**config.mk**
```make
export PLATFORM = sky130hd
export DESIGN_NAME = multi_channel_scale_calculator
export DESIGN_NICKNAME = d
export VERILOG_FILES = /design/src/rtl/multi_channel_scale_calculator_pkg.sv /design/src/rtl/multi_channel_scale_calculator_div_step.sv /design/src/rtl/multi_channel_scale_calculator.sv
export SDC_FILE = /design/constraint.sdc
export NUM_CORES = 1
export LEC_CHECK = 0
export ABC_AREA = 1
export CAP_MARGIN = 20
export CORE_MARGIN = 5
export CORE_UTILIZATION = 65
export DETAILED_ROUTE_END_ITERATION = 12
export PLACE_DENSITY = 0.86
export SYNTH_ARGS = -nofsm -noshare
export SYNTH_HDL_FRONTEND = slang
export SYNTH_HIERARCHICAL = 1
export SYNTH_SLANG_ARGS = --single-unit
```
**constraint.sdc**
```tcl
create_clock -name clk -period 8.3 [get_ports clk]
set_input_delay 1.66 -clock clk [delete_from_list [all_inputs] [get_ports clk]]
set_output_delay 1.66 -clock clk [all_outputs]
set_load 0.02 [all_outputs]
```
**src/rtl/multi_channel_scale_calculator_pkg.sv**
```systemverilog
// Shared types and elaboration-time helpers for the per-channel reciprocal scale engine.
package scale_calc_pkg;

    typedef enum logic [1:0] {
        S_IDLE = 2'd0,
        S_DIV  = 2'd1,
        S_WAIT = 2'd2
    } state_t;

    // Dividend of the reciprocal: QMAX scaled up by the number of fraction bits.
    function automatic logic [63:0] calc_dividend(input int unsigned qmax,
                                                  input int unsigned frac_bits);
        return 64'(qmax) << frac_bits;
    endfunction

    // Number of DIV cycles needed to retire all quotient bits.
    function automatic int unsigned calc_cycles(input int unsigned data_w,
                                                input int unsigned steps);
        return data_w / steps;
    endfunction

endpackage

```
**src/rtl/multi_channel_scale_calculator_div_step.sv**
```systemverilog
// One combinational restoring-division step: shift {rem, quo} left and conditionally subtract.
module scale_div_step #(
    parameter int DATA_W = 32
) (
    input  logic [DATA_W-1:0] i_rem,
    input  logic [DATA_W-1:0] i_quo,
    input  logic [DATA_W-1:0] i_div,
    output logic [DATA_W-1:0] o_rem,
    output logic [DATA_W-1:0] o_quo
);

    logic [DATA_W:0] w_shift;
    logic            w_ge;

    // Shifted partial remainder needs one extra bit so large divisors compare correctly.
    always_comb begin
        w_shift = {i_rem, i_quo[DATA_W-1]};
        w_ge    = (w_shift >= {1'b0, i_div});
        if (w_ge) begin
            o_rem = DATA_W'(w_shift - {1'b0, i_div});
        end else begin
            o_rem = w_shift[DATA_W-1:0];
        end
        o_quo = {i_quo[DATA_W-2:0], w_ge};
    end

endmodule

```
**src/rtl/multi_channel_scale_calculator.sv**
```systemverilog
// Per-channel reciprocal quantization-scale engine with a one-deep output register
// and a readable table holding the last result of every channel.
module multi_channel_scale_calculator
    import scale_calc_pkg::*;
#(
    parameter int DATA_W          = 32,
    parameter int FRAC_BITS       = 24,
    parameter int QMAX            = 127,
    parameter int NUM_CH          = 4,
    parameter int STEPS_PER_CYCLE = 1,
    parameter int CH_W            = (NUM_CH > 1) ? $clog2(NUM_CH) : 1
) (
    input  logic              clk,
    input  logic              reset_n,
    input  logic              in_valid,
    output logic              in_ready,
    input  logic [DATA_W-1:0] in_max_abs,
    input  logic [CH_W-1:0]   in_ch,
    input  logic              in_round,
    output logic              out_valid,
    input  logic              out_ready,
    output logic [DATA_W-1:0] out_scale,
    output logic [CH_W-1:0]   out_ch,
    output logic              out_div_zero,
    output logic              busy,
    input  logic [CH_W-1:0]   rd_ch,
    output logic [DATA_W-1:0] rd_scale,
    output logic [NUM_CH-1:0] tbl_valid
);

    localparam logic [63:0]       DIV64    = calc_dividend(QMAX, FRAC_BITS);
    localparam logic [DATA_W-1:0] DIVIDEND = DATA_W'(DIV64);
    localparam int                N_CYC    = int'(calc_cycles(DATA_W, STEPS_PER_CYCLE));
    localparam int                CNT_W    = $clog2(N_CYC) + 1;
    localparam logic [CNT_W-1:0]  CNT_LAST = CNT_W'(N_CYC - 1);
    localparam logic [CH_W:0]     NUM_CH_L = (CH_W + 1)'(NUM_CH);
    localparam logic [DATA_W-1:0] ONE      = {{(DATA_W-1){1'b0}}, 1'b1};
    localparam logic [DATA_W-1:0] ZERO     = {DATA_W{1'b0}};

    if (DIV64 >= ((64'd1 << DATA_W) - 64'd1)) begin : g_bad_range
        $error("QMAX << FRAC_BITS does not fit below 2^DATA_W - 1");
    end
    if (!(STEPS_PER_CYCLE == 1 || STEPS_PER_CYCLE == 2 || STEPS_PER_CYCLE == 4) ||
        (DATA_W % STEPS_PER_CYCLE) != 0) begin : g_bad_steps
        $error("STEPS_PER_CYCLE must be 1, 2 or 4 and divide DATA_W");
    end

    state_t            r_state;
    logic [CNT_W-1:0]  r_cnt;
    logic [DATA_W-1:0] r_rem;
    logic [DATA_W-1:0] r_quo;
    logic [DATA_W-1:0] r_div;
    logic [CH_W-1:0]   r_ch;
    logic              r_round;
    logic [DATA_W-1:0] r_pend_scale;
    logic              r_pend_dz;
    logic              r_out_valid;
    logic [DATA_W-1:0] r_out_scale;
    logic [CH_W-1:0]   r_out_ch;
    logic              r_out_dz;
    logic [DATA_W-1:0] r_tbl [NUM_CH];
    logic [NUM_CH-1:0] r_tbl_valid;
    logic [DATA_W-1:0] r_rd_scale;

    logic [DATA_W-1:0] w_rem [0:STEPS_PER_CYCLE];
    logic [DATA_W-1:0] w_quo [0:STEPS_PER_CYCLE];
    logic [DATA_W-1:0] w_quo_rnd;
    logic              w_final;
    logic              w_out_free;
    logic              w_load;
    logic [DATA_W-1:0] w_load_scale;
    logic              w_load_dz;
    logic              w_ch_ok;
    logic              w_rd_ok;

    assign w_rem[0] = r_rem;
    assign w_quo[0] = r_quo;

    for (genvar g = 0; g < STEPS_PER_CYCLE; g++) begin : g_step
        scale_div_step #(.DATA_W(DATA_W)) u_step (
            .i_rem (w_rem[g]),
            .i_quo (w_quo[g]),
            .i_div (r_div),
            .o_rem (w_rem[g+1]),
            .o_quo (w_quo[g+1])
        );
    end

    // Final-cycle rounding, output-register handshake and load selection.
    always_comb begin
        w_quo_rnd = w_quo[STEPS_PER_CYCLE];
        if (r_round && ({w_rem[STEPS_PER_CYCLE], 1'b0} >= {1'b0, r_div})) begin
            if (&w_quo[STEPS_PER_CYCLE]) begin
                w_quo_rnd = w_quo[STEPS_PER_CYCLE];
            end else begin
                w_quo_rnd = w_quo[STEPS_PER_CYCLE] + ONE;
            end
        end else begin
            w_quo_rnd = w_quo[STEPS_PER_CYCLE];
        end
        w_final    = (r_state == S_DIV) && (r_cnt == CNT_LAST);
        w_out_free = !r_out_valid || out_ready;
        w_load     = (w_final || (r_state == S_WAIT)) && w_out_free;
        if (r_state == S_WAIT) begin
            w_load_scale = r_pend_scale;
            w_load_dz    = r_pend_dz;
        end else begin
            w_load_scale = w_quo_rnd;
            w_load_dz    = 1'b0;
        end
        w_ch_ok = ({1'b0, r_ch} < NUM_CH_L);
        w_rd_ok = ({1'b0, rd_ch} < NUM_CH_L);
    end

    // Control FSM, division datapath registers and the output register.
    always_ff @(posedge clk or negedge reset_n) begin
        if (!reset_n) begin
            r_state      <= S_IDLE;
            r_cnt        <= {CNT_W{1'b0}};
            r_rem        <= ZERO;
            r_quo        <= ZERO;
            r_div        <= ZERO;
            r_ch         <= {CH_W{1'b0}};
            r_round      <= 1'b0;
            r_pend_scale <= ZERO;
            r_pend_dz    <= 1'b0;
            r_out_valid  <= 1'b0;
            r_out_scale  <= ZERO;
            r_out_ch     <= {CH_W{1'b0}};
            r_out_dz     <= 1'b0;
        end else begin
            if (r_out_valid && out_ready) begin
                r_out_valid <= 1'b0;
            end
            if (w_load) begin
                r_out_valid <= 1'b1;
                r_out_scale <= w_load_scale;
                r_out_ch    <= r_ch;
                r_out_dz    <= w_load_dz;
            end
            case (r_state)
                S_IDLE: begin
                    if (in_valid) begin
                        r_div   <= in_max_abs;
                        r_ch    <= in_ch;
                        r_round <= in_round;
                        r_rem   <= ZERO;
                        r_quo   <= DIVIDEND;
                        r_cnt   <= {CNT_W{1'b0}};
                        if (in_max_abs == ZERO) begin
                            r_pend_scale <= ZERO;
                            r_pend_dz    <= 1'b1;
                            r_state      <= S_WAIT;
                        end else begin
                            r_state <= S_DIV;
                        end
                    end
                end
                S_DIV: begin
                    r_rem <= w_rem[STEPS_PER_CYCLE];
                    r_quo <= w_quo[STEPS_PER_CYCLE];
                    r_cnt <= r_cnt + {{(CNT_W-1){1'b0}}, 1'b1};
                    if (w_final) begin
                        if (w_out_free) begin
                            r_state <= S_IDLE;
                        end else begin
                            r_pend_scale <= w_quo_rnd;
                            r_pend_dz    <= 1'b0;
                            r_state      <= S_WAIT;
                        end
                    end
                end
                S_WAIT: begin
                    if (w_out_free) begin
                        r_state <= S_IDLE;
                    end
                end
                default: begin
                    r_state <= S_IDLE;
                end
            endcase
        end
    end

    // Result table: written whenever the output register loads an in-range channel.
    always_ff @(posedge clk or negedge reset_n) begin
        if (!reset_n) begin
            for (int c = 0; c < NUM_CH; c++) begin
                r_tbl[c] <= ZERO;
            end
            r_tbl_valid <= {NUM_CH{1'b0}};
        end else if (w_load && w_ch_ok) begin
            r_tbl[r_ch]       <= w_load_scale;
            r_tbl_valid[r_ch] <= 1'b1;
        end
    end

    // Registered table read; a same-cycle write to the same entry returns the old value.
    always_ff @(posedge clk or negedge reset_n) begin
        if (!reset_n) begin
            r_rd_scale <= ZERO;
        end else if (w_rd_ok) begin
            r_rd_scale <= r_tbl[rd_ch];
        end else begin
            r_rd_scale <= ZERO;
        end
    end

    assign in_ready     = (r_state == S_IDLE);
    assign out_valid    = r_out_valid;
    assign out_scale    = r_out_scale;
    assign out_ch       = r_out_ch;
    assign out_div_zero = r_out_dz;
    assign busy         = (r_state != S_IDLE) || r_out_valid;
    assign rd_scale     = r_rd_scale;
    assign tbl_valid    = r_tbl_valid;

endmodule

```
==> impl.org <==
** Outcome
- Result of the run :: complete, no violations

** Placement
- Detailed Place HPWL :: 39.6 mm
- At the end of routability-driven placement, the weighted congestion stood at 0.952.
- Worst setup slack after placement :: 2310 ps
- In this run the tool buffered the top-level ports with 114 buffer cells.

** STA
- At the pin with the least slew margin, the transition time is 1040 ps.
- For the final routed database, the setup TNS stands at 0 ps.
- The final number of max-transition violations was 0.
- Post-layout min period :: 6210 ps
- On the final layout, the worst clock skew is 21.3 ps.
- Setup violations remaining at the end of the flow were counted as 0.
- Share of the clock period used by the worst path after layout :: 74.8%
- Based on the critical path, the design can be clocked at up to 161 MHz.
- Setup slack on the critical path of the routed design comes to 2090 ps.
- The number of hold violations in the final report is 0.
- In this run the tightest slew margin relative to its limit is 30.3%.
- Setup repair after global routing left no endpoint under its margin.

** Setup path
- Total buffers and inverters traversed by the critical path :: 2
- The critical path starts at r_rem[26].
- Termination of the worst setup path :: r_tbl[114]
- Peak per-stage delay on the critical path :: 790 ps
- Launching element type of the critical path :: flip-flop
- Cell seen most often among critical-path stages :: nand2_1
- The cell family contributing the most delay on the critical path is simple AND/OR/NAND/NOR gates.
- The critical path is of the reg -> reg type.
- In this run the critical register-to-register path is launched from r_rem[26].
- The endpoint identified for the worst register-to-register timing path is r_tbl[114].
- In this run the worst path has a maximum fanout of 41.
- Data on the critical path is required at its endpoint by 8710 ps.
- Depth of the worst register-to-register path :: 26
- Slack of the worst reg-to-reg path :: 2090 ps
- On the critical path, the stage with the largest delay is an instance of nor2_4.
- Critical path arrival :: 6620 ps
- Critical path depth in cells :: 26
- Type of destination of the critical path :: flip-flop

** Clock tree
- Number of clock buffers inserted by TritonCTS :: 37
- Clock slew seen by the registers of the worst setup and hold paths :: 60 ps
- Buffer count from post-CTS setup fixing :: 0
- Clock tree from TritonCTS :: built
- Clock tree synthesis selected as its root buffer the cell clkbuf_16.
- Number of H-tree branching levels :: 2
- For this design, the sink count on the clock tree is 340.
- In this run, post-CTS repair resized a total of 0 instances.
- Counting along the longest clock path gives a buffer depth of 3.
- Clock latency on the worst-skew pair, taken at its later pin, is 540 ps.
- Number of hold buffers added after CTS :: 0

** Route
- Across all layers, the routed design uses 18753 vias.
- Number of detailed-route iterations in the first pass :: 6
- For this block, the initial DRC count from the detailed router was 2108.
- Routed len/inst :: 18.9 um
- Residual DRC count :: 0
- Via density per instance :: 5.96
- Antenna Violating Nets Remaining :: 0
- DRT Wirelength :: 59.4 mm

** Layout
- Final design utilization :: 74.1%
- After filler insertion, the fill cell instance count of the layout stands at 2258.
- The area growth from synthesis to layout is 12.0%.
- 0 antenna diodes ended up in the layout.
- Share of cells above drive strength 1 :: 6.06%
- For this run, the post-layout net count is 2839.

** Die
- The die covers 34000 sq um.
- In this run the count of I/O pins placed on the die edge is 115.
- The die is 184 um tall.
- The region available for standard cell placement spans 29900 sq um.
- In this run the horizontal extent of the chip is 184 um.
- Initial cell density of the core :: 66.2%
- Number of placement rows :: 63

** Global route
- After global routing the overflow that remains totals 0.
- Via count of the first global-routing pass :: 18899
- Total routing resource utilization after global routing :: 35.1%
- The initial antenna violation count came to 0.
- First-pass GRT wire length :: 96.6 mm
- Entering global routing, the biggest net connects 138 pins.

** Worst hold path
- Worst hold path type :: reg -> reg

** Logic synthesis
- In this run, synthesis produced a sequential element count of 340.
- Synth cell count leaders :: 996 x nand2_1, 340 x dfrtp_1, 287 x nand3_1
- When the netlist entered floorplanning its net count stood at 2805.
- Async set or reset register ratio after synthesis :: 100%
- For this run, the number of Yosys warnings is 6.
- Synth unique cells :: 42
- Share of the synthesized area in the top cell type :: 43.0%
- Summed over all instances, the cell type with the most area after synthesis is dfrtp_1.
- After synthesis the cells add up to 19800 sq um.
- Number of flops mapped to enable cells by yosys :: 0
- The share of the Yosys chip area taken by registers is 43.0%.
- The most common cell in the synthesized netlist is nand2_1.
- A synthesized cell averages 7.33 sq um.
- Gate count of the mapped netlist :: 2698
- By area the synthesized netlist is led by dfrtp_1 43%, nand2_1 19%, nand3_1 7.3%, inv_1 4.8%, ha_1 4.1%.
- The most used flip-flop cell after synthesis is dfrtp_1.

** Pwr
- IR drop worst, VDD :: 0.392 mV
- Summed over all cells, the static leakage comes to 11.9 nW.
- Total power density per cell area :: 456 nW/um^2

** Job
- Across the run, the number of max-cap violations was 0.
-- worst min-delay path by stage --
stage	from	end	cells past startpoint	slack [ps]
after detailed placement	tbl_valid[3]	tbl_valid[3]	1	460
after floorplan	r_pend_scale[10]	r_pend_scale[10]	2	440
final	tbl_valid[2]	tbl_valid[2]	1	470
after global routing	tbl_valid[2]	tbl_valid[2]	1	490
after global placement	tbl_valid[3]	tbl_valid[3]	1	450
after CTS	r_pend_scale[15]	r_pend_scale[15]	2	470
-- flip-flops by register name, indices dropped and copies added, names as in the netlist --
| name | cells |
|---|---|
| out_div_zero | 1 |
| r_div | 32 |
| out_valid | 1 |
| r_round | 1 |
| r_rem | 32 |
| r_pend_scale | 32 |
| r_state | 2 |
| r_cnt | 6 |
| r_pend_dz | 1 |
| tbl_valid | 4 |
| r_ch | 2 |
| out_scale | 32 |
| r_quo | 32 |
| rd_scale | 32 |
| out_ch | 2 |
| r_tbl | 128 |
-- cells by family after synthesis --
logic type	Yosys count	share of synthesized area, %
AO/OA/AOI/OAI	251	7.44
flip-flops	340	43.0
AND/OR/NAND/NOR	1616	35.5
adder cells (fa/ha/maj)	66	4.21
XOR/XNOR	24	1.06
buffers and inverters	401	8.76
-- stage by stage --
step                      hold WS (ps)  std cells  power (W)  cell area, sq um
after global routing               488       3148     0.0109             22100
after detailed placement           458       3083    0.00825             20900
final                              471       3148     0.0101             22100
after global placement             452       3083    0.00805             20900
after floorplan                    441       2698    0.00684             19800
after CTS                          474       3148     0.0100             22100
-- cell type report --
type | instances | area [sq um] | share of cell area, %
clock buffer | 48 | 1050 | 4.74
clock inverter | 17 | 223 | 1.01
inverter | 263 | 987 | 4.46
multi-input combinational | 1957 | 9590 | 43.3
sequential | 340 | 8510 | 38.4
tap | 390 | 488 | 2.20
timing repair buffer | 133 | 1300 | 5.85
-- power breakdown --
| group | switching (W) | internal, W | leakage (nW) | total [W] |
|---|---|---|---|---|
| Sequential | 0.000426 | 0.00221 | 4.49 | 0.00263 |
| Combinational | 0.00373 | 0.00200 | 6.77 | 0.00573 |
| Clock | 0.000705 | 0.00102 | 0.622 | 0.00173 |
-- cells in the final DEF (no fill, tap or decap), types with 2 or more instances in the layout --
cell               n
nand2_1          993
dfrtp_1          340
nand3_1          287
inv_1            254
nor2_1           180
o21ai_0          136
clkdlybuf4s50_1  112
ha_1              65
clkbuf_16         38
a22o_1            36
o22ai_1           34
nand3_2           33
a21oi_1           32
or2_1             31
xor2_1            20
nand2_2           19
buf_4             18
nand3b_1          14
nor3_1             9
and2_1             9
nor2_4             8
nand4_1            8
a2bb2oi_1          7
clkinv_2           7
clkbuf_8           6
inv_2              5
or2_2              5
nor2_2             4
clkinv_1           4
nor4_1             4
nor3_4             4
xnor2_1            4
clkbuf_1           4
bufinv_16          4
a21o_1             3
clkinvlp_4         3
nor3_2             3
o21ai_1            2
nand2_4            2
-- worst reg2reg max path, stage by stage, from the launching register on --
cell and delay, ps:
dfrtp_1 410, ha_1 370, nand2_1 170, inv_1 50, nand2_1 60, nand2_1 70
a21oi_1 170, nand2_1 110, nor2_4 790, nand2_8 380, nand3_1 210, nand2_1 120
ha_1 330, nand2_1 60, nor2_1 190, nand2_1 140, nor2_1 200, nand2_1 80
nand2_1 50, nor2_1 40, nand2_2 600, nand2_1 500, buf_4 380, nand2_1 140
nand3_1 180, nand3_1 190, nand2_1 90
-- routing by layer --
metal	vias to the layer above	global-route usage [%]	routed length, um
met3	190	5.05	5340
met1	8862	47.0	24000
met5	-	0	0
met2	1062	58.9	28300
met4	0	12.5	1840
li1	8639	-	-
(Power assumes the default switching activity.)
